--- src/rtl/hls_run_controller.sv ---
// ============================================================================
// hls_run_controller
// ----------------------------------------------------------------------------
// Campaign controller for a single HLS-generated accelerator. On an accepted
// go it issues num_runs start/done handshakes back to back. It measures the
// latency of each run, keeps min/max/saturating-total statistics, and ends the
// campaign early if a run exceeds the watchdog limit.
//
// Optional feature (compile-time macro RESULT_CHECK_EN):
//   When defined, the dut_result/expected inputs and the run_pass/fail_count
//   outputs exist. Each run's result is then compared against its golden value.
//   When undefined, those ports and the compare logic are absent.
//
// Latency convention: the start cycle counts as cycle 1. A done that arrives
// in the start cycle therefore reports a latency of 1.
// ============================================================================
module hls_run_controller #(
    parameter int RUN_W          = 16,
    parameter int CYCLE_W        = 32,
`ifdef RESULT_CHECK_EN
    parameter int DATA_W         = 32,
`endif
    parameter int TIMEOUT_CYCLES = 200000000
) (
    input  logic                       clock,
    input  logic                       reset,
    input  logic                       go,
    input  logic [RUN_W-1:0]           num_runs,
    output logic                       dut_start_port,
    input  logic                       dut_done_port,
    output logic                       busy,
    output logic                       campaign_done,
    output logic                       timeout_flag,
    output logic [RUN_W-1:0]           run_idx,
    output logic                       result_valid,
    output logic [CYCLE_W-1:0]         last_cycles,
    output logic [CYCLE_W-1:0]         min_cycles,
    output logic [CYCLE_W-1:0]         max_cycles,
`ifdef RESULT_CHECK_EN
    input  logic [DATA_W-1:0]          dut_result,
    input  logic [DATA_W-1:0]          expected,
    output logic                       run_pass,
    output logic [RUN_W-1:0]           fail_count,
`endif
    output logic [CYCLE_W+RUN_W-1:0]   total_cycles
);

    localparam int TOT_W = CYCLE_W + RUN_W;

    // Watchdog limit in the width of the cycle counter.
    localparam logic [CYCLE_W-1:0] TIMEOUT_VAL = CYCLE_W'(TIMEOUT_CYCLES);

    typedef enum logic [2:0] {
        S_IDLE,
        S_START,
        S_WAIT,
        S_RECORD,
        S_GAP,
        S_FINISH,
        S_TOUT
    } state_t;

    state_t              state;
    state_t              state_next;

    logic [RUN_W-1:0]    runs_q;       // run count latched at go-accept
    logic [CYCLE_W-1:0]  cnt;          // cycles elapsed in the current run
    logic                go_accept;    // go seen while idle
    logic                done_hit;     // accelerator done inside the handshake window
    logic                last_run;     // current run is the final one
    logic [TOT_W:0]      total_sum;    // total plus this run, with a carry bit

    assign go_accept = (state == S_IDLE) && go;
    assign done_hit  = ((state == S_START) || (state == S_WAIT)) && dut_done_port;
    assign last_run  = (run_idx == (runs_q - RUN_W'(1)));
    assign total_sum = {1'b0, total_cycles} + (TOT_W + 1)'(cnt);

    // State register; a synchronous reset returns to IDLE even in the middle of a run.
    always_ff @(posedge clock) begin
        // NOTE: sequential state uses non-blocking (<=) assignments so that every
        // register samples pre-edge values, independent of the order of the blocks.
        if (reset) begin
            state <= S_IDLE;
        end else begin
            state <= state_next;
        end
    end

    // Next-state decode for the campaign sequence.
    always_comb begin
        // NOTE: the default assignment first means every path assigns state_next,
        // so no latch is inferred.
        state_next = state;
        unique case (state)
            S_IDLE: begin
                if (go) begin
                    state_next = (num_runs == '0) ? S_FINISH : S_START;
                end
            end
            S_START, S_WAIT: begin
                // If done and the watchdog coincide, done wins.
                if (dut_done_port) begin
                    state_next = S_RECORD;
                end else if (cnt == TIMEOUT_VAL) begin
                    state_next = S_TOUT;
                end else begin
                    state_next = S_WAIT;
                end
            end
            S_RECORD: begin
                state_next = last_run ? S_FINISH : S_GAP;
            end
            S_GAP:    state_next = S_START;
            S_TOUT:   state_next = S_FINISH;
            S_FINISH: state_next = S_IDLE;
            default:  state_next = S_IDLE;
        endcase
    end

    // Registered handshake and status strobes, decoded from the state being entered.
    always_ff @(posedge clock) begin
        if (reset) begin
            dut_start_port <= 1'b0;
            busy           <= 1'b0;
            campaign_done  <= 1'b0;
            result_valid   <= 1'b0;
        end else begin
            dut_start_port <= (state_next == S_START);
            busy           <= (state_next != S_IDLE);
            campaign_done  <= (state_next == S_FINISH);
            result_valid   <= (state_next == S_RECORD);
        end
    end

    // Campaign length capture and run index; the index advances on leaving GAP.
    always_ff @(posedge clock) begin
        if (reset) begin
            runs_q  <= '0;
            run_idx <= '0;
        end else if (go_accept) begin
            runs_q  <= num_runs;
            run_idx <= '0;
        end else if (state == S_GAP) begin
            run_idx <= run_idx + RUN_W'(1);
        end
    end

    // Per-run cycle counter: reads 1 in the start cycle and counts up while waiting.
    always_ff @(posedge clock) begin
        if (reset) begin
            cnt <= '0;
        end else if (state_next == S_START) begin
            cnt <= CYCLE_W'(1);
        end else if (state_next == S_WAIT) begin
            cnt <= cnt + CYCLE_W'(1);
        end
    end

    // Latency statistics, captured on the done cycle so they show during RECORD.
    always_ff @(posedge clock) begin
        if (reset) begin
            last_cycles  <= '0;
            min_cycles   <= '1;
            max_cycles   <= '0;
            total_cycles <= '0;
        end else if (go_accept) begin
            last_cycles  <= '0;
            min_cycles   <= '1;
            max_cycles   <= '0;
            total_cycles <= '0;
        end else if (done_hit) begin
            last_cycles <= cnt;
            if (cnt < min_cycles) begin
                min_cycles <= cnt;
            end
            if (cnt > max_cycles) begin
                max_cycles <= cnt;
            end
            total_cycles <= total_sum[TOT_W] ? '1 : total_sum[TOT_W-1:0];
        end
    end

    // Sticky watchdog flag; cleared only by reset or a newly accepted campaign.
    always_ff @(posedge clock) begin
        if (reset) begin
            timeout_flag <= 1'b0;
        end else if (go_accept) begin
            timeout_flag <= 1'b0;
        end else if (state_next == S_TOUT) begin
            timeout_flag <= 1'b1;
        end
    end

`ifdef RESULT_CHECK_EN
    logic result_match;
    assign result_match = (dut_result == expected);

    // Golden-value compare on the done cycle, with a saturating failure count.
    always_ff @(posedge clock) begin
        if (reset) begin
            run_pass   <= 1'b0;
            fail_count <= '0;
        end else if (go_accept) begin
            run_pass   <= 1'b0;
            fail_count <= '0;
        end else if (done_hit) begin
            run_pass <= result_match;
            if (!result_match && (fail_count != '1)) begin
                fail_count <= fail_count + RUN_W'(1);
            end
        end
    end
`endif

endmodule
--- config.mk ---
export PLATFORM = sky130hd
export DESIGN_NAME = hls_run_controller
export DESIGN_NICKNAME = d
export VERILOG_FILES = /design/src/rtl/hls_run_controller.sv
export SDC_FILE = /design/constraint.sdc
export NUM_CORES = 1
export LEC_CHECK = 0
export ABC_AREA = 1
export ABC_CLOCK_PERIOD_IN_PS = 5400
export CORE_AREA = 5 5 171 173
export CTS_BUF_LIST = sky130_fd_sc_hd__clkbuf_8
export DETAILED_ROUTE_END_ITERATION = 10
export DIE_AREA = 0 0 176 178
export GPL_TIMING_DRIVEN = 0
export PLACE_DENSITY = 0.73
export RECOVER_POWER = 100
export SETUP_SLACK_MARGIN = 0.5
export SLEW_MARGIN = 20
export SYNTH_ARGS = -nofsm -noshare
export SYNTH_HDL_FRONTEND = slang
export SYNTH_SLANG_ARGS = --single-unit
--- constraint.sdc ---
create_clock -name clock -period 5.4 [get_ports clock]
set_input_delay 0.54 -clock clock [delete_from_list [all_inputs] [get_ports clock]]
set_output_delay 0.54 -clock clock [all_outputs]
set_load 0.005 [all_outputs]
==> results, run 1 <==
- The flow ran to the end, and the final reports show no timing, DRC or antenna violations.
- Data on the critical path arrives at its endpoint at 4.74 ns.
- Dividing total power by cell area gives a power density of 255 nW/um^2.
- The most area-hungry cell type in the Yosys netlist is sky130_fd_sc_hd__dfxtp_1.
- The slew of the pin with the lowest slew margin is 1.19 ns.
- The total power consumption of the routed design is 4180 uW.
- For this configuration, the core starts out at a cell density of 0.491.
- Registers take 4320 sq um.
- The number of slew-limit violations in the final report is 0.
- The ratio of cells with drive above 1 in the final layout is 0.0428.
- The setup path with the least slack is of type reg2reg.
- By count the netlist is led by 426 x sky130_fd_sc_hd__nand2_1, 226 x sky130_fd_sc_hd__inv_1, 216 x sky130_fd_sc_hd__dfxtp_1.
- The number of standard-cell rows in the floorplan is 61.
- The sequential share of the synthesized area is 0.321.
- Of the total synthesized cell area, the portion taken by full adders, half adders and majority gates is 0.0934.
- Of the total synthesized cell area, the portion taken by AND, OR, NAND and NOR gates is 0.279.
- The vias after detailed routing is 14373.
- Traced cell by cell, the critical path runs through ha_1 > inv_1 > fa_1 > o21ai_0 > nand2_1 > nand2_1 > nand2_1 > nand2_1 > nand3_1 > nand2_1 > nand2_1 > nand2_1 > nand2_1 > inv_1 > nand2_1 > clkbuf_1 > nand3_1 > nand2_1 > inv_1.
- In the finished design, the share of the clock period the worst path needs comes to 0.785.
- Once the clock tree was built, the resizer swapped 0 gates to a different size.
- The clock passes through at most 3 buffers.
- After clock tree synthesis, the clock-pin slew on the worst setup and hold paths is 0.06 ns.
- The total wire length after detailed routing is 48700 microns.
- The depth of the worst register-to-register path is 19.
- The initial DRC count is 1358.
- The number of global-route vias before repair is 13671.
- Clock tree synthesis inserted a total of 41 buffers.
- The count of nets left with antenna violations once routing finished came out at 0.
- The detailed-route vias per instance is 5.60.
- The normalized max-slew margin is 0.199.
- The number of buffers added for setup after CTS is 0.
- The maximum fanout count along the critical path is 10.
- The final setup skew is 0.0209 ns.
- In this run the number of H-tree levels came out at 2.
- Along the worst hold path, the cell count comes to 2.
- In the post-synthesis netlist, the biggest area contributors are sky130_fd_sc_hd__dfxtp_1 32%, sky130_fd_sc_hd__nand2_1 12%, sky130_fd_sc_hd__ha_1 9.2%.
- Before antenna repair, the detailed router went through 6 iterations.
- In the routed design, unresolved DRC markers number 0.
- The main combinational cell family by area after synthesis is simple AND/OR/NAND/NOR gates.
- The synthesized netlist net count is 2086.
- The worst hold path class is reg2reg.
- For this run, the number of Yosys warnings is 0.
- The beginning of the worst hold path is last_cycles[2]$_SDFFE_PP0P_.
- The number of placed instances, taps included is 2496.
- In this run, synthesis inferred 0 flip-flops with an integrated enable.
- The portion of synthesized area spent on multiplexers is 0.
- The count of hold buffers inserted by post-cts repair is 0.
- In this run the register-to-register setup slack is 1.16 ns.
- IR analysis of the VDD net gives a maximum drop of 259 uV.
- The largest single stage delay on the critical path is 0.72 ns.
- The wire length of the first global-routing pass is 74900 microns.
- STA classifies the critical path startpoint as a flip-flop.
- The netlist area before placement is 13500 sq um.
- The cell with the largest stage delay on the worst path is sky130_fd_sc_hd__o21ai_0.
- The average instance in the mapped netlist occupies 6.86 sq um.
- Static timing analysis puts the maximum clock frequency at 236 MHz.
- The portion of synthesized cell area occupied by the leading cell type is 0.321.
- The final hold violation count is 0.
- The final total negative setup slack is 0 ns.
- In this run, synthesis produced a sequential element count of 216.
- The final cell count without fillers is 2565.
- The share of the synthesized area in compound gates (AO/OA/AOI/OAI) is 0.164.
- The post-synthesis to final-layout area growth is 21.5%.
- The die is 178 microns tall.
- The sum of net half-perimeters after detailed placement is 38600 microns.
- Counting every sink on the clock net gives 216.
- The number of I/O port buffers is 184.
- The number of I/O pins is 185.
- Entering global routing, the biggest net connects 11 pins.
- The die covers 31300 sq um.
- Of the total synthesized cell area, the portion taken by XOR and XNOR cells is 0.0474.
- The core area is 27500 sq um.
- After global routing the overflow that remains totals 0.
- STA classifies the critical path endpoint as a flip-flop.
- Max-cap violations in this run came to 0.
- In the final routed layout, each cell accounts on average for 19.0 microns.
- The count of fill cells added during filler insertion is 2661.
- Setup violations remaining at the end of the flow were counted as 0.
- The multi-input combinational cells in the finished layout cover a total of 7730 sq um.
- After technology mapping, the gate count stands at 1966.
- In the final design database the tool counted 2313 nets.
- Setup repair after global routing left no endpoint under its margin.
- The required time at the endpoint of the critical path is 5.90 ns.
- The number of unique standard cell types used by synthesis is 41.
- In this design, the critical path's most frequently occurring cell is sky130_fd_sc_hd__nand2_1.
- The TritonCTS clock tree is done.
- In the post-synthesis netlist, the cell with the most instances is sky130_fd_sc_hd__nand2_1.
- The commonest register cell after synthesis is sky130_fd_sc_hd__dfxtp_1.
- The endpoint of the most critical register-to-register path is total_cycles[43]$_SDFFE_PP0P_.
- The number of diodes added for antenna fixing is 0.
- Summed over all cells, the static leakage comes to 0.00727 uW.
- The routed design could run at a clock period as short as 4.24 ns.
- Across every metal layer, demand over resource in global routing totals 0.303.
- The endpoint of the worst hold path is last_cycles[2]$_SDFFE_PP0P_.
- The x dimension of the die is 176 microns.
- The tree is rooted in a sky130_fd_sc_hd__clkbuf_8.
- The startpoint of the worst-slack reg-to-reg timing path is cnt[0]$_SDFFE_PP0P_.
- The later pin in the worst-skew pair is clocked with a latency of 0.56 ns.
- The number of antenna violations at the first check in global routing is 0.
- At the end of routability-driven placement, the weighted congestion stood at 0.967.
- Of all flip-flops after synthesis, the portion carrying an async set or reset was 0.
critical path: cells and delay by family (launching register included):
kind,cells,cell delay (ns)
compound gates,1,0.72
flops,1,0.68
simple gates,12,1.41
buf+inv,4,0.60
fa+ha+maj,2,0.75
layout by cell type, fill, tap and decap left out, drive strengths merged, types with 15 or more instances in the layout:
master         count
clkbuf           131
nor3              34
a31oi             24
nand3            126
nand2            435
buf               15
nand4             61
dlygate4sd3      166
inv              240
nor4              28
dfxtp            216
o21ai            133
xor2              43
clkdlybuf4s50     18
xnor2             30
nor2             167
a21oi            216
ha                99
worst max-delay path by stage:
stage                     slack (ns)                       endpoint                start
after floorplan                 2.96  total_cycles[40]$_SDFFE_PP0P_  cnt[0]$_SDFFE_PP0P_
after global placement          1.93  total_cycles[28]$_SDFFE_PP0P_  cnt[0]$_SDFFE_PP0P_
after detailed placement        1.88  total_cycles[31]$_SDFFE_PP0P_  cnt[0]$_SDFFE_PP0P_
after CTS                       1.88  total_cycles[31]$_SDFFE_PP0P_  cnt[0]$_SDFFE_PP0P_
after global routing            0.88  total_cycles[39]$_SDFFE_PP0P_  cnt[0]$_SDFFE_PP0P_
final                           1.16  total_cycles[43]$_SDFFE_PP0P_  cnt[0]$_SDFFE_PP0P_
cells by family after synthesis:
kind of cell,after synthesis
AO/OA/AOI/OAI,399
XOR/XNOR,73
adder cells (fa/ha/maj),100
buffers and inverters,322
flip-flops,216
AND/OR/NAND/NOR,856
per-layer routing:
metal / track usage / up-vias / share of wire
li1: - / 7020 / -
met1: 0.405 / 6599 / 0.43
met2: 0.501 / 630 / 0.46
met3: 0.0413 / 124 / 0.074
met4: 0.113 / 0 / 0.041
met5: 0 / - / 0
through the flow:
stage          area (sq um)  utilization  setup slack (ns)  hold slack, ns
2_1_floorplan         13500            -              2.96           0.457
3_3_place_gp          15800        0.573              1.93           0.452
3_5_place_dp          15800        0.573              1.88           0.458
4_1_cts               16600        0.603              1.88           0.466
5_1_grt               16400        0.596             0.878           0.484
6_report              16400        0.596              1.16           0.463
report_power, final:
part           total (uW)  leakage, uW  internal, uW  switching [uW]
Clock                1610     0.000465           893             721
Combinational         810      0.00505           277             533
Sequential           1760      0.00175          1670            82.4
registers in the layout, indices dropped and copies added, names as in the netlist, 3 cells and up:
register	count
total_cycles	48
cnt	32
last_cycles	32
max_cycles	32
min_cycles	32
run_idx	16
runs_q	16
state	3
cell type report:
type                       instances  share of cell area
clock buffer                      51              0.0428
buffer                            95              0.0240
timing repair buffer             184               0.112
multi-input combinational       1428               0.472
tap                              346              0.0264
clock inverter                    18             0.00634
sequential                       216               0.264
inverter                         227              0.0520
(Power assumes the default switching activity.)
==> run 2: changes to the inputs <==
--- a/config.mk
+++ b/config.mk
@@ -6,7 +6,7 @@
 export NUM_CORES = 1
 export LEC_CHECK = 0
 export ABC_AREA = 1
-export ABC_CLOCK_PERIOD_IN_PS = 5400
+export ABC_CLOCK_PERIOD_IN_PS = 4000
 export CORE_AREA = 5 5 171 173
 export CTS_BUF_LIST = sky130_fd_sc_hd__clkbuf_8
 export DETAILED_ROUTE_END_ITERATION = 10
==> constraint.sdc (replaced) <==
create_clock -name clock -period 4 [get_ports clock]
set_input_delay 0.4 -clock clock [delete_from_list [all_inputs] [get_ports clock]]
set_output_delay 0.4 -clock clock [all_outputs]
set_load 0.005 [all_outputs]
==> results, run 2 (synthesis results as in run 1) <==
- The post-synthesis to final-layout area growth is 21.9%.
- In the global route stage, overall resource usage came out at 0.303.
- The sum of net half-perimeters after detailed placement is 38600 microns.
- The final hold violation count is 0.
- The die covers 31300 sq um.
- The clock-pin slew reported for the worst setup and hold paths after clock tree synthesis is 0.06 ns.
- Counting I/O delays and the setup requirement, the final critical path takes 3.57 ns.
- In the layout the commonest cells are 429 x sky130_fd_sc_hd__nand2_1, 238 x sky130_fd_sc_hd__inv_1, 215 x sky130_fd_sc_hd__dfxtp_1.
- The post-route antenna net violation count is 0.
- The number of detailed-route iterations in the first pass is 5.
- In the finished design, the share of the clock period the worst path needs comes to 0.892.
- The maximum fanout count along the critical path is 10.
- The number of global-route vias before repair was 13666.
- Post-CTS timing repair inserted 0 buffers for setup.
- Together, buffers and inverters on the worst path number 3.
- The number of flip-flops under the largest register name is 48.
- Setup repair after global routing left no endpoint under its margin.
- The kind of cell with the highest combined delay on the critical path is buffers and inverters.
- Timing would allow up to 280 MHz.
- The reported max-cap violation count is 0.
- The number of antenna violations at the first check in global routing is 0.
- Setup violations remaining at the end of the flow were counted as 0.
- The worst setup path is captured at a flip-flop.
- The worst hold path cell count is 3.
- The total wire length after detailed routing is 48700 microns.
- The core area is 27500 sq um.
- CTS saw 216 sinks.
- The ratio of cells with drive above 1 in the final layout is 0.0491.
- In this run the power density over the cells is 344 nW/um^2.
- The most frequent standard cell in the layout excluding fill and tap cells is sky130_fd_sc_hd__nand2_1.
- TritonCTS built the clock tree.
- The vertical die dimension is 178 microns.
- The worst-case vdd ir drop is 352 uV.
- The cell with the largest stage delay on the worst path is sky130_fd_sc_hd__dfxtp_1.
- The CTS root buffer is sky130_fd_sc_hd__clkbuf_8.
- The clock passes through at most 3 buffers.
- The number of slew-limit violations in the final report came to 0.
- For this run, the slowest stage of the critical path takes 0.68 ns.
- The later pin in the worst-skew pair is clocked with a latency of 0.56 ns.
- The worst hold path terminates at runs_q[13]$_SDFFE_PP0P_.
- The beginning of the worst hold path is num_runs[13].
- The number of remaining DRC errors is 0.
- Clock skew on the completed layout was measured at 0.0213 ns.
- At the end of the flow, the number of nets in the layout was 2313.
- STA classifies the critical path startpoint as a flip-flop.
- The repair_antennas step left the layout with diodes totalling 0.
- Buffers inserted during clock tree synthesis total 41.
- The most numerous cell type found on the critical path is sky130_fd_sc_hd__nand2_1.
- Routability-driven placement finished with a final weighted congestion of 0.967.
- The min-delay analysis places its worst path in the category in2reg.
- The x dimension of the die is 176 microns.
- The number of standard-cell rows in the floorplan is 61.
- The flow ran to the end, and the final reports show no timing, DRC or antenna violations.
- The worst register-to-register path begins at cnt[0]$_SDFFE_PP0P_.
- The register-to-register setup slack is 0.43 ns.
- The instance area after placement is 15800 sq um.
- The level count of the clock H-tree is 2.
- For this configuration, the core starts out at a cell density of 0.491.
- Pin placement for this block handled 185 I/O pins.
- Counting cells, the worst reg-to-reg path comes to 14.
- The largest net degree at the start of global routing is 11.
- The average wire per cell in the routed design is 19.0 microns.
- In the routed layout, each cell is associated on average with a via count of 5.60.
- The area of all placed cells without fillers is 16400 sq um.
- The arrival time at the worst endpoint is 3.99 ns.
- For this design, the CTS-stage hold fixing added 0 buffers.
- The leakage component of the power is 0.00731 uW.
- For the worst setup path, the data required time is 4.42 ns.
- The endpoint of the most critical register-to-register path is cnt[18]$_SDFFE_PP0N_.
- In the final timing run, aggregate negative setup slack is 0 ns.
- The classification of the worst setup path is reg2reg.
- The leftover overflow at the end of global routing is 0.
- total_cycles holds more flip-flops than any other register.
- The vias after detailed routing is 14367.
- The wire length of the first global-routing pass is 74900 microns.
- The first routing iteration left 1422 violations.
- For the pin with the worst max-slew slack, the measured transition is 0.966 ns.
- The post-route core utilization is 0.598.
- The count of buffers added on input and output ports is 184.
- Walking the worst path, the cells encountered are inv_1 > ha_1 > nand3_1 > nor2_1 > nand4_1 > o21bai_1 > nand2_1 > nand2_1 > nand2_1 > clkbuf_1 > nand4_1 > nand2_1 > clkbuf_2 > a21oi_1.
- The worst pin sits at a relative slew slack of 0.354.
==> run 2: cell count changes in the layout (fill, tap and decap cells not counted), moves of 3 or more <==
| cell | previous run | this run |
|---|---|---|
| sky130_fd_sc_hd__clkbuf_1 | 80 | 71 |
| sky130_fd_sc_hd__buf_2 | 8 | 14 |
| sky130_fd_sc_hd__a21oi_1 | 203 | 207 |
| sky130_fd_sc_hd__a21oi_2 | 13 | 9 |
| sky130_fd_sc_hd__clkbuf_2 | 0 | 3 |
| sky130_fd_sc_hd__nand2_1 | 432 | 429 |
==> run 2: repair_timing <==
action / in CTS / in global routing
resized for setup: 1 / 1
endpoints found under the setup margin: 2 / 24
pin swaps: 0 / 0
==> run 2: layout make-up <==
class	instances	area, sq um
plain buffers	95	412
clock buffers	51	702
clock inverters	18	104
fillers	2652	11000
inverters	227	852
multi-input cells	1428	7770
flip-flops and latches	216	4330
well taps	346	433
repair buffers	184	1840
==> run 2: tightest hold or removal path, delay by kind of cell <==
family          cells  cell delay (ns)
simple gates        1             0.08
buf+inv             1             0.42
compound gates      1             0.06
==> run 2: worst max path at each step <==
| stage | start | to | cells past startpoint |
|---|---|---|---|
| after floorplan | cnt[0]$_SDFFE_PP0P_ | total_cycles[40]$_SDFFE_PP0P_ | 17 |
| after global placement | cnt[0]$_SDFFE_PP0P_ | total_cycles[28]$_SDFFE_PP0P_ | 17 |
| after detailed placement | cnt[0]$_SDFFE_PP0P_ | total_cycles[31]$_SDFFE_PP0P_ | 17 |
| after CTS | cnt[1]$_SDFFE_PP0N_ | total_cycles[31]$_SDFFE_PP0P_ | 16 |
| after global routing | cnt[0]$_SDFFE_PP0P_ | total_cycles[31]$_SDFFE_PP0P_ | 17 |
| final | cnt[0]$_SDFFE_PP0P_ | cnt[18]$_SDFFE_PP0N_ | 14 |
==> run 2: through the flow <==
| stage | total power, uW | setup WS (ns) | instances | hold WS [ns] |
|---|---|---|---|---|
| after floorplan | 3070 | 1.56 | 1966 | 0.457 |
| after global placement | 3530 | 0.530 | 2496 | 0.452 |
| after detailed placement | 3550 | 0.483 | 2496 | 0.458 |
| after CTS | 5730 | 0.594 | 2565 | 0.442 |
| after global routing | 5920 | 0.269 | 2565 | 0.484 |
| final | 5650 | 0.433 | 2565 | 0.462 |
==> run 2: power breakdown <==
part | total (uW) | internal [uW] | leakage [uW] | switching [uW]
clock | 2180 | 1210 | 0.000465 | 971
combinational | 1110 | 384 | 0.00509 | 721
sequential | 2370 | 2260 | 0.00175 | 113
==> run 2: per-layer routing <==
layer | GRT usage | vias up | share of wire
li1 | - | 7016 | -
met3 | 0.0413 | 107 | 0.072
met4 | 0.113 | 0 | 0.036
met5 | 0 | - | 0
met2 | 0.501 | 575 | 0.46
met1 | 0.404 | 6669 | 0.43
==> patch 1: new RTL, flow settings as in run 2 <==
Encoding of `state_t`: now one-hot (7 bits for 7 states).
--- a/src/rtl/hls_run_controller.sv
+++ b/src/rtl/hls_run_controller.sv
@@ -51,12 +51,12 @@
     localparam logic [CYCLE_W-1:0] TIMEOUT_VAL = CYCLE_W'(TIMEOUT_CYCLES);
 
-    typedef enum logic [2:0] {
-        S_IDLE,
-        S_START,
-        S_WAIT,
-        S_RECORD,
-        S_GAP,
-        S_FINISH,
-        S_TOUT
+    typedef enum logic [6:0] {
+        S_IDLE   = 7'b0000001,
+        S_START  = 7'b0000010,
+        S_WAIT   = 7'b0000100,
+        S_RECORD = 7'b0001000,
+        S_GAP    = 7'b0010000,
+        S_FINISH = 7'b0100000,
+        S_TOUT   = 7'b1000000
     } state_t;
 
Function: no difference found for any inputs over 10 cycles, from zero or initial values and one cycle with reset high; not proved beyond that.
==> patch 1 against run 2 <==
Non-clock buffer count is 17 lower. Sequential share of layout area fell by 0.54 points. Worst setup slack got worse by 0.043 ns. Synthesized area is 3.9% higher. Sequential cell count increased by 4. Critical path depth is 7 lower. Routed wire length increased by 6.8%. Clock skew down 0.0040 ns. Cell area grew 3.9%. Synthesized cell count increased by 9.5%. Critical path type unchanged. Critical endpoint is now total_cycles[23]. Highest routed layer unchanged.
Power is not compared: it rests on default switching activity, and its combinational part moved more than twofold at a synthesized area within 25%.
==> patch 1: results (changes against run 2) <==
Status
Outcome: completed (unchanged).

Critical path
The family of cells with the greatest summed delay on the critical path is simple AND/OR/NAND/NOR gates (was buffers and inverters). The maximum net fanout on the critical path is 10 (unchanged). The arrival time at the worst endpoint came to 4.11 ns (was 3.99 ns). The stage delay of the slowest cell on the critical path came to 1.02 ns (was 0.68 ns). The worst reg-to-reg path cell count was 7 (was 14). The highest-delay cell along the critical path is sky130_fd_sc_hd__nor2_1 (was sky130_fd_sc_hd__dfxtp_1).

Cells and area
The post-layout net count was 2500 (was 2313). The number of standard cells in the layout, taps in and fillers out is 2757 (was 2565). The share of layout cells above drive strength 1 is 4.02% (was 4.91%).

Yosys
Leading cell types by total area after synthesis: sky130_fd_sc_hd__dfxtp_1 31%, sky130_fd_sc_hd__nand2_1 14%, sky130_fd_sc_hd__ha_1 8.8% (was sky130_fd_sc_hd__dfxtp_1 32%, sky130_fd_sc_hd__nand2_1 12%, sky130_fd_sc_hd__ha_1 9.2%). Post-synth top cells: 533 x sky130_fd_sc_hd__nand2_1, 282 x sky130_fd_sc_hd__inv_1, 220 x sky130_fd_sc_hd__dfxtp_1 (was 426 x sky130_fd_sc_hd__nand2_1, 226 x sky130_fd_sc_hd__inv_1, 216 x sky130_fd_sc_hd__dfxtp_1). The share of the synthesized netlist area taken by xor and xnor gates is 4.63% (was 4.74%).

The fraction of the mapped netlist area in adder cells is 8.98% (was 9.34%). The post-synth net total is 2273 (was 2086). The distinct cell type count after synthesis is 40 (was 41).

The part of the Yosys area used for sequential elements is 31.4% (was 32.1%). The compound-gate portion of the synthesized area came to 12.5% (was 16.4%). The mean post-synth cell area was 6.51 sq um (was 6.86 sq um).

STA
The shortest clock period the worst path allows after layout was 3.61 ns (was 3.57 ns). The relative slew slack is 10.5% (was 35.4%).

Detailed routing
The routed wire length is 52000 um (was 48700 um). The amount of wire on met2 after detailed routing is 23100 um (was 22400 um). The DRC marker count from the first detailed-route iteration is 1146 (was 1422).

The routed length on met3 was 4540 um (was 3510 um). The number of detailed-route iterations in the first pass is 9 (was 5).

CTS
The clock latency of the later-clocked register in the worst-skew pair was 0.58 ns (was 0.56 ns).

Place
The total placed cells including tap cells is 2683 (was 2496). The global placer's final weighted congestion is 0.993 (was 0.967). The post-detailed-placement half-perimeter wirelength is 40600 um (was 38600 um).

Global routing
The overall track demand over capacity in global routing came to 32.6% (was 30.3%). The via count of the first global-routing pass is 14639 (was 13666). The maximum number of pins on one net before global-route repair was 12 (was 11). The wire length of the first global-routing pass is 80100 um (was 74900 um).

Worst hold path
The worst hold path class is input port to register (unchanged).
patch 1: cell types whose count changed in the layout (fill, tap and decap cells not counted), sizes merged, moves of 11 or more:
cell	delta
a31oi	-14
nand4	-26
inv	+64
nand3b	+11
nand3	+53
o21ai	-37
clkbuf	-21
nor3	+12
nand2	+102
nor4	-13
nor2	+52
patch 1: cell families (layout without fill, tap and decap cells):
| group | count (synthesis) | count (layout) |
|---|---|---|
| AND/OR/NAND/NOR | 1055 | 1055 |
| XOR/XNOR | 74 | 74 |
| other | 0 | 1 |
| buffers and inverters | 367 | 624 |
| flip-flops | 220 | 220 |
| AO/OA/AOI/OAI | 337 | 337 |
| adder cells (fa/ha/maj) | 100 | 100 |
patch 1: layout make-up:
| class | instances | area, sq um |
|---|---|---|
| Antenna cell | 1 | 2.50 |
| Buffer | 78 | 323 |
| Clock buffer | 49 | 674 |
| Clock inverter | 24 | 189 |
| Fill cell | 2670 | 10400 |
| Inverter | 289 | 1080 |
| Multi-Input combinational cell | 1566 | 8140 |
| Sequential cell | 220 | 4400 |
| Tap cell | 346 | 433 |
| Timing Repair Buffer | 184 | 1840 |
patch 1: stage by stage:
step	area (sq um)	setup WS [ns]	hold WS [ns]	total power [mW]
2_1_floorplan	14000	1.79	0.447	2.66
3_3_place_gp	16300	0.710	0.443	2.86
3_5_place_dp	16300	0.655	0.442	2.87
4_1_cts	17200	0.631	0.408	5.18
5_1_grt	17100	0.289	0.460	5.34
6_report	17100	0.390	0.427	5.16
patch 1: per-layer routing:
metal | global-route usage [%] | vias up
met5 | 0 | -
met3 | 5.98 | 142
li1 | - | 7455
met4 | 13.3 | 0
met1 | 42.8 | 6969
met2 | 53.1 | 720
patch 1: power groups by stage:
| stage | combinational (mW) | clock, mW | sequential, mW |
|---|---|---|---|
| 5_1_grt | 0.608 | 2.45 | 2.28 |
| 4_1_cts | 0.547 | 2.36 | 2.28 |
| 3_5_place_dp | 0.543 | 0 | 2.32 |
| 3_3_place_gp | 0.534 | 0 | 2.32 |
| 2_1_floorplan | 0.347 | 0 | 2.31 |
| 6_report | 0.544 | 2.34 | 2.28 |
patch 1: tightest hold or removal path, delay by kind of cell:
kind,cells,cell delay [ns]
AO/OA/AOI/OAI,1,0.06
AND/OR/NAND/NOR,1,0.07
buffers and inverters,1,0.42
patch 1: path summary, 6_finish.rpt:
| path | startpoint | to | slack, ns |
|---|---|---|---|
| max | state[5] | total_cycles[23] | 0.39 |
| max reg2reg | state[5] | total_cycles[23] | 0.39 |
| min | num_runs[14] | runs_q[14] | 0.43 |
| min reg2reg | timeout_flag | timeout_flag | 0.45 |
patch 1: timing repair:
action,CTS,global route
setup endpoints to repair,0,13
hold endpoints to repair,0,0
gates resized for setup,0,1
==> patch 2: new RTL, flow settings as in run 2 <==
Made on the original files. Build with the macro `RESULT_CHECK_EN` defined.
--- a/src/rtl/hls_run_controller.sv
+++ b/src/rtl/hls_run_controller.sv
@@ -15,4 +15,6 @@
 // in the start cycle therefore reports a latency of 1.
 // ============================================================================
+`define RESULT_CHECK_EN
+
 module hls_run_controller #(
     parameter int RUN_W          = 16,
Interface: changed (added dut_result, expected, fail_count and run_pass); port bits go from 185 to 266. The function was not compared with the original's and may differ.
==> patch 2 against run 2 <==
Count of clock-buffer cells in the layout rose by 2. Sequential share of layout area fell by 1.2 points. Routed wire length rose by 14%. Sequential cell count rose by 17. Worst setup slack improved by 0.011 ns. Total power rose by 10%. Combinational power rose by 7%. Critical path type unchanged. Clock skew rose by 0.012 ns. Fmax rose by 0.30%. Sequential power rose by 7%. Cell area rose by 13%. Largest power group unchanged. Synthesized area rose by 9.6%. Utilization rose by 7.9 points.
==> patch 2: results (changes against run 2) <==
Cells and area
The share of layout cells above drive strength 1 was 4.90% (was 4.91%). The filler cell count is 2448 (was 2652). The number of flip-flops in the largest register is 48 (unchanged).

The post-layout net count is 2607 (was 2313).

STA
The transition time of the tightest slew-check pin is 1.18 ns (was 0.966 ns). The worst hold margin is 0.461 ns (was 0.462 ns). The worst clock skew was 0.0335 ns (was 0.0213 ns). The timing-limited maximum frequency is 0.281 GHz (was 0.280 GHz).

Yosys
The yosys synthesis warning count is 0 (unchanged). The distinct cell type count after synthesis was 54 (was 41). The post-synth net total is 2296 (was 2086). Leading cell types by total area after synthesis: sky130_fd_sc_hd__dfxtp_1 32%, sky130_fd_sc_hd__nand2_1 11%, sky130_fd_sc_hd__ha_1 8.5% (was sky130_fd_sc_hd__dfxtp_1 32%, sky130_fd_sc_hd__nand2_1 12%, sky130_fd_sc_hd__ha_1 9.2%). Post-synth top cells: 420 x sky130_fd_sc_hd__nand2_1, 244 x sky130_fd_sc_hd__a21oi_1, 234 x sky130_fd_sc_hd__inv_1 (was 426 x sky130_fd_sc_hd__nand2_1, 226 x sky130_fd_sc_hd__inv_1, 216 x sky130_fd_sc_hd__dfxtp_1).

The part of the Yosys area used for sequential elements is 31.6% (was 32.1%).

Power
The power density over the cells is 334 nW/um^2 (was 344 nW/um^2). The leakage power total came to 7.90 nW (was 7.31 nW). The combinational group share of total power was 19.1% (was 19.5%). The portion of total power attributed to the clock network was 40.2% (was 38.5%).

The switching power as a share of total power was 30.6% (was 31.9%). The worst voltage drop across the vdd grid is 0.288 mV (was 0.352 mV).

Worst hold path
The worst hold path class was register to register (was input port to register).

Critical path
The stage delay of the slowest cell on the critical path is 0.89 ns (was 0.68 ns). The worst setup slack for register-to-register paths is 0.44 ns. The arrival time at the worst endpoint is 4.02 ns (was 3.99 ns).

The highest-delay cell along the critical path was sky130_fd_sc_hd__a221oi_2 (was sky130_fd_sc_hd__dfxtp_1).

Detailed routing
The DRC marker count from the first detailed-route iteration is 1363 (was 1422). The ratio of routed vias to standard cells is 5.82 (was 5.60). The routed length per placed instance came to 19.8 um (was 19.0 um). The number of detailed-route iterations in the first pass is 6 (was 5).

Status
Outcome: completed (unchanged).

Global routing
The via count of the first global-routing pass is 16329 (was 13666). The wire length of the first global-routing pass came to 86200 um (was 74900 um). The overall track demand over capacity in global routing is 34.3% (was 30.3%).

Place
The setup slack at placement was 0.714 ns (was 0.483 ns). The number of port buffers came to 265 (was 184). The global placer's final weighted congestion came to 1.02 (was 0.967). The post-detailed-placement half-perimeter wirelength came to 43200 um (was 38600 um).

CTS
The clock root buffer master is sky130_fd_sc_hd__clkbuf_8 (unchanged). The total CTS buffers is 43 (was 41). The maximum count of clock buffers along a single path is 3 (unchanged).
-- patch 2: worst max-delay path: cells and delay by family, from the launching register on --
| kind | cells | cell delay, ns |
|---|---|---|
| flip-flops | 1 | 0.38 |
| buffers and inverters | 4 | 0.99 |
| AO/OA/AOI/OAI | 3 | 1.29 |
| AND/OR/NAND/NOR | 4 | 0.82 |
-- patch 2: area by class of cell --
cell class	instances	area [sq um]	share of cell area, %
Clock inverter	20	190	1.02
Tap cell	346	433	2.33
Buffer	85	398	2.14
Clock buffer	53	729	3.92
Sequential cell	233	4670	25.1
Inverter	243	916	4.92
Timing Repair Buffer	266	2660	14.3
Multi-Input combinational cell	1550	8620	46.3
-- patch 2: kinds of logic after synthesis --
family,Yosys count,share of synthesized area [%]
simple gates,892,26.8
compound gates,445,17.4
buf+inv,328,9.02
flops,233,31.6
xor+xnor,112,6.64
fa+ha+maj,101,8.60
-- patch 2: final timing paths --
kind	startpoint	endpoint	depth (start not counted)
hold reg to reg	last_cycles[14]	last_cycles[14]	2
setup reg to reg	state[0]	min_cycles[17]	11
setup / recovery	state[0]	min_cycles[17]	11
hold / removal	last_cycles[14]	last_cycles[14]	2
-- patch 2: timing repair --
action / CTS / global route
gates resized for setup: 0 / 3
buffers inserted: 0 / 1
endpoints found under the setup margin: 0 / 18
-- patch 2: stage by stage --
stage                     util [%]  cells  cell area, sq um
after CTS                     68.4   2795             18800
after detailed placement      65.0   2722             17900
after global placement        65.0   2722             17900
final                         67.7   2796             18600
after global routing          67.7   2796             18600
after floorplan                  -   2111             14800
-- patch 2: layer usage --
metal,vias up,GRT usage (%),share of wire [%]
li1,7737,-,-
met1,7613,40.2,39
met2,746,60.0,48
met3,176,6.44,7.5
met4,0,17.7,5.5
met5,-,0,0
